--- config.mk ---
export PLATFORM = sky130hd
export DESIGN_NAME = icache_dm
export DESIGN_NICKNAME = d
export VERILOG_FILES = /design/src/rtl/icache_dm.sv
export SDC_FILE = /design/constraint.sdc
export NUM_CORES = 1
export LEC_CHECK = 0
export ABC_AREA = 1
export CORE_MARGIN = 2
export CORE_UTILIZATION = 35
export DETAILED_ROUTE_END_ITERATION = 12
export DONT_BUFFER_PORTS = 1
export GPL_ROUTABILITY_DRIVEN = 0
export PLACE_DENSITY = 0.49
export SYNTH_ARGS = -nofsm -noshare
export SYNTH_HDL_FRONTEND = slang
export SYNTH_SLANG_ARGS = --single-unit
--- constraint.sdc ---
create_clock -name CLK -period 11.3 [get_ports CLK]
set_input_delay 2.26 -clock CLK [delete_from_list [all_inputs] [get_ports CLK]]
set_output_delay 2.26 -clock CLK [all_outputs]
set_load 0.02 [all_outputs]
--- src/rtl/icache_dm.sv ---
// Direct-mapped, one-word-per-line instruction cache with whole-cache flush
// and saturating hit/miss counters.
module icache_dm #(
  parameter int unsigned SETS   = 16,
  parameter int unsigned ADDR_W = 32,
  parameter int unsigned CNT_W  = 16
) (
  input  logic              CLK,
  input  logic              nRST,
  input  logic              imemREN,
  input  logic [ADDR_W-1:0] imemaddr,
  output logic              ihit,
  output logic [31:0]       imemload,
  input  logic              iflush,
  output logic              iREN,
  output logic [ADDR_W-1:0] iaddr,
  input  logic [31:0]       iload,
  input  logic              iwait,
  output logic [CNT_W-1:0]  hit_count,
  output logic [CNT_W-1:0]  miss_count
);

  localparam int unsigned IDX_W  = $clog2(SETS);
  localparam int unsigned TAG_W  = ADDR_W - IDX_W - 2;
  localparam int unsigned LINE_W = ADDR_W - 2;

  typedef enum logic [0:0] {StIdle, StFill} state_e;

  state_e             state_q;
  logic [SETS-1:0]    valid_q;
  logic [TAG_W-1:0]   tag_q  [SETS];
  logic [31:0]        data_q [SETS];
  logic [LINE_W-1:0]  miss_line_q;
  logic               flush_pend_q;
  logic               iren_q;
  logic [CNT_W-1:0]   hit_cnt_q;
  logic [CNT_W-1:0]   miss_cnt_q;

  logic [IDX_W-1:0]   req_idx;
  logic [TAG_W-1:0]   req_tag;
  logic [LINE_W-1:0]  req_line;
  logic [IDX_W-1:0]   fill_idx;
  logic [TAG_W-1:0]   fill_tag;
  logic               lookup_hit;
  logic               lookup_miss;
  logic               fill_done;
  logic               fill_write;
  logic               fill_hit;
  logic               unused_offset;

  assign req_idx       = imemaddr[IDX_W+1:2];
  assign req_tag       = imemaddr[ADDR_W-1:IDX_W+2];
  assign req_line      = imemaddr[ADDR_W-1:2];
  assign fill_idx      = miss_line_q[IDX_W-1:0];
  assign fill_tag      = miss_line_q[LINE_W-1:IDX_W];
  assign unused_offset = ^imemaddr[1:0];

  assign lookup_hit  = (state_q == StIdle) && imemREN && valid_q[req_idx] &&
                       (tag_q[req_idx] == req_tag);
  assign lookup_miss = (state_q == StIdle) && imemREN && !lookup_hit;
  assign fill_done   = (state_q == StFill) && !iwait;
  // A flush seen at any point of the fill (including its last cycle) drops the line.
  assign fill_write  = fill_done && !(flush_pend_q || iflush);
  assign fill_hit    = fill_write && imemREN && (req_line == miss_line_q);

  assign ihit       = lookup_hit || fill_hit;
  assign iREN       = iren_q;
  assign iaddr      = {miss_line_q, 2'b00};
  assign hit_count  = hit_cnt_q;
  assign miss_count = miss_cnt_q;

  always_comb begin
    imemload = '0;
    if (lookup_hit) begin
      imemload = data_q[req_idx];
    end else if (fill_hit) begin
      imemload = iload;
    end
  end

  always_ff @(posedge CLK or negedge nRST) begin
    if (!nRST) begin
      state_q      <= StIdle;
      valid_q      <= '0;
      miss_line_q  <= '0;
      flush_pend_q <= 1'b0;
      iren_q       <= 1'b0;
      hit_cnt_q    <= '0;
      miss_cnt_q   <= '0;
    end else begin
      unique case (state_q)
        StIdle: begin
          if (iflush) valid_q <= '0;
          if (lookup_hit && (hit_cnt_q != '1)) hit_cnt_q <= hit_cnt_q + CNT_W'(1);
          if (lookup_miss) begin
            miss_line_q <= req_line;
            iren_q      <= 1'b1;
            state_q     <= StFill;
            if (miss_cnt_q != '1) miss_cnt_q <= miss_cnt_q + CNT_W'(1);
          end
        end
        StFill: begin
          if (iflush) begin
            valid_q      <= '0;
            flush_pend_q <= 1'b1;
          end
          if (!iwait) begin
            if (fill_write) valid_q[fill_idx] <= 1'b1;
            flush_pend_q <= 1'b0;
            iren_q       <= 1'b0;
            state_q      <= StIdle;
          end
        end
        default: state_q <= StIdle;
      endcase
    end
  end

  // Tag and data arrays carry no reset; only the valid bits matter after reset.
  always_ff @(posedge CLK) begin
    if (fill_write) begin
      tag_q[fill_idx]  <= fill_tag;
      data_q[fill_idx] <= iload;
    end
  end

endmodule
==> results.ini <==
[routing]
vias = 28600
ant_nets = 0
wl_per_cell_um = 22.7
drt_iter0_markers = 2373
drc = 0
drtPass1Iterations = 7
viasPerCell = 5.12
routed_wl_um = 127000

[power]
intPower_mw = 6.31
power_density_nw_per_um2 = 173
pwr-share-seq_pct = 51.9
p_leak_nw = 17.6
switching_share_pct = 24.0
p_switching_mw = 1.99
combinationalPowerShare_pct = 6.8
p_clk_share_pct = 41.2
ir_drop_mv = 0.114

[sta]
fin_crit_sh_pct = 90.3
finalHoldViolations = 0
fmax_mhz = 98.0
final.setup.tns_ps = 0
grt_setup_unrepaired = false
max_slew_margin_pct = -35.4
setup_ws_ps = 1100
slew_viol_final = 303
period_minus_slack_ps = 10200
finalSetupViolCount = 0
finClkSkew_ps = 38.7
worst_pin_slew_ps = 2030

[setup_path]
path_class = in2out
cp_data_required_time_ps = 9040
r2r_setup_slack_ps = 7110
critPathLaunchType = primary input
critPathTopFamily = simple AND/OR/NAND/NOR gates
critical_path_depth = 17
rr_worst_depth = 5
crit_path_start = imemaddr[2]
slowest_delay_ps = 1170
cp_max_fo = 493
cpMaxStageDelayCell = inv_16
r2r-end = tag_q[7][20]
arrival_ps = 7940
crit_path_frequent_cell = nand2_1
crit_buf_inv = 4
crit_chain = inv_16 > buf_4 > nand2_1 > nand2_1 > nand2_1 > nand3_1 > nand3_1 > nand3_1 > nand2_1 > inv_1 > nand2_1 > nor2_1 > nand3_2 > nor2_8 > buf_4 > nor2_1 > nor2_1
r2r-start = state_q
crit_path_end = imemload[5]
end_kind = primary output

[layout]
mostFrequentLayoutCells = edfxtp_1, nand2_1, nor2_1, nand3_1, inv_1
final_common_cell = edfxtp_1
nets = 3929
finalInstanceArea_um2 = 48100
area.growth.synth_to_final_pct = 11.0
layout-drive-gt1-share_pct = 6.76
layout.cells.non_filler = 5588

[min_path]
min_delay_path_depth = 2
hp-class = reg2reg

[global_route]
grt_first_pass_wirelength_um = 185000
grt_pass1_vias = 27100
antenna_found_initial = 1
grt_max_degree = 494
grt_overflow_total = 0
grt_usage_pct = 19.8

[place]
placedInstanceArea_um2 = 44700
pre_cts_slack_ps = 2550
port_buffers = 0
post-place-cells = 5386
place_hpwl_um = 63800

[logic_synthesis]
synth_cell_types = 42
synth_seq_area_share_pct = 69.1
yosysWarnings = 0
synth-seq-cells = 1009
synthCells = 3922
avgSynthCellArea_um2 = 11.0
synth_area_um2 = 43300

[clock_network]
numCtsBuffers = 107
clk_latency_ps = 710
post_cts_resized = 0
clockBufferDepth = 3
root_buffer = clkbuf_16
cts_hold_buf = 0
cts_tree = built
clock_sinks = 1009
path_clk_slew_ps = 60
htreeDepth = 3
cts_setup_buffers = 0

[floorplan]
die_width_um = 356
core_area_um2 = 123000
num_rows = 129
pin_count = 167
die_height_um = 356
initial_utilization_pct = 35.2
die_area_um2 = 127000

[job]
max_cap_violations = 0

[outcome]
violations = slew limit
status = complete, but fails checks

final cells by class:
cell class | count | area [µm²]
Clock buffer | 146 | 2940
Multi-Input combinational cell | 2381 | 11200
Inverter | 309 | 1190
Antenna cell | 1 | 2.50
Tap cell | 1637 | 2050
Timing Repair Buffer | 50 | 375
Fill cell | 11800 | 75100
Clock inverter | 55 | 465
Sequential cell | 1009 | 29900
per-stage QoR:
step,hold WS [ps],util [%],total power [mW]
CTS,506,39.0,8.37
global placement,483,36.3,4.95
detailed placement,486,36.3,4.96
finish,506,39.0,8.30
global route,548,39.0,8.58
floorplan,466,-,4.77
routing by layer:
metal	global-route usage [%]	vias up	part of all wire, %
met4	5.75	2	2.5
met1	27.1	14200	45
met3	3.43	183	5.9
met5	0	-	0.010
met2	32.2	739	47
li1	-	13500	-
worst min path at each step:
stage	startpoint	to	slack, ps
floorplan	flush_pend_q	flush_pend_q	470
global placement	flush_pend_q	flush_pend_q	480
detailed placement	flush_pend_q	flush_pend_q	490
CTS	flush_pend_q	flush_pend_q	510
global route	valid_q[6]	valid_q[6]	550
finish	flush_pend_q	flush_pend_q	510
worst min-delay path, stage by stage (launching register included):
cell and delay [ps]:
dfrtp_1 340, o21ai_0 80, inv_1 50
synthesized netlist by cell type, drive strengths merged:
cell type  instances  area (µm²)
inv              306        1160
o22ai             57         357
ha                 2        25.0
conb               1        3.75
clkbuf           103         387
clkinv             3        11.3
a22oi              1        7.51
xnor2             12         105
a221oi             1        8.76
nand3            342        1730
nor3              14        70.1
nor4               8        50.1
a22o               2        17.5
o221ai            93         815
o211ai            49         368
or4                1        7.51
xor2              10        87.6
nand3b             2        15.0
a2111oi            2        17.5
o21ai            333        1670
a21boi             1        7.51
nand2            866        3270
nor2             534        2100
a21oi              5        25.0
edfxtp           928       27900
buf              121         818
or2               12        75.1
nand4             32         200
dfrtp             81        2030
kinds of logic after synthesis:
kind of cell,count (synthesis),synth area share (%)
DFF,1009,69.1
buffers and inverters,533,5.48
adders and majority gates,2,0.0578
other,1,0.00866
and+or+nand+nor,1811,17.4
xor gates and xnor gates,22,0.445
AOI/OAI and AO/OA,544,7.60
power by group through the flow:
stage / Clock [mW] / Sequential, mW / Combinational (mW)
6_report: 3.42 / 4.31 / 0.566
3_5_place_dp: 0 / 4.39 / 0.570
2_1_floorplan: 0 / 4.41 / 0.362
3_3_place_gp: 0 / 4.39 / 0.566
4_1_cts: 3.49 / 4.31 / 0.572
5_1_grt: 3.63 / 4.32 / 0.632
flip-flops by register name, indices dropped and copies added (netlist names):
signal,flops
state_q,1
miss_line_q,30
data_q,512
tag_q,416
iREN,1
miss_count,16
hit_count,16
valid_q,16
flush_pend_q,1
No activity file was read; power rests on OpenSTA's default activity.
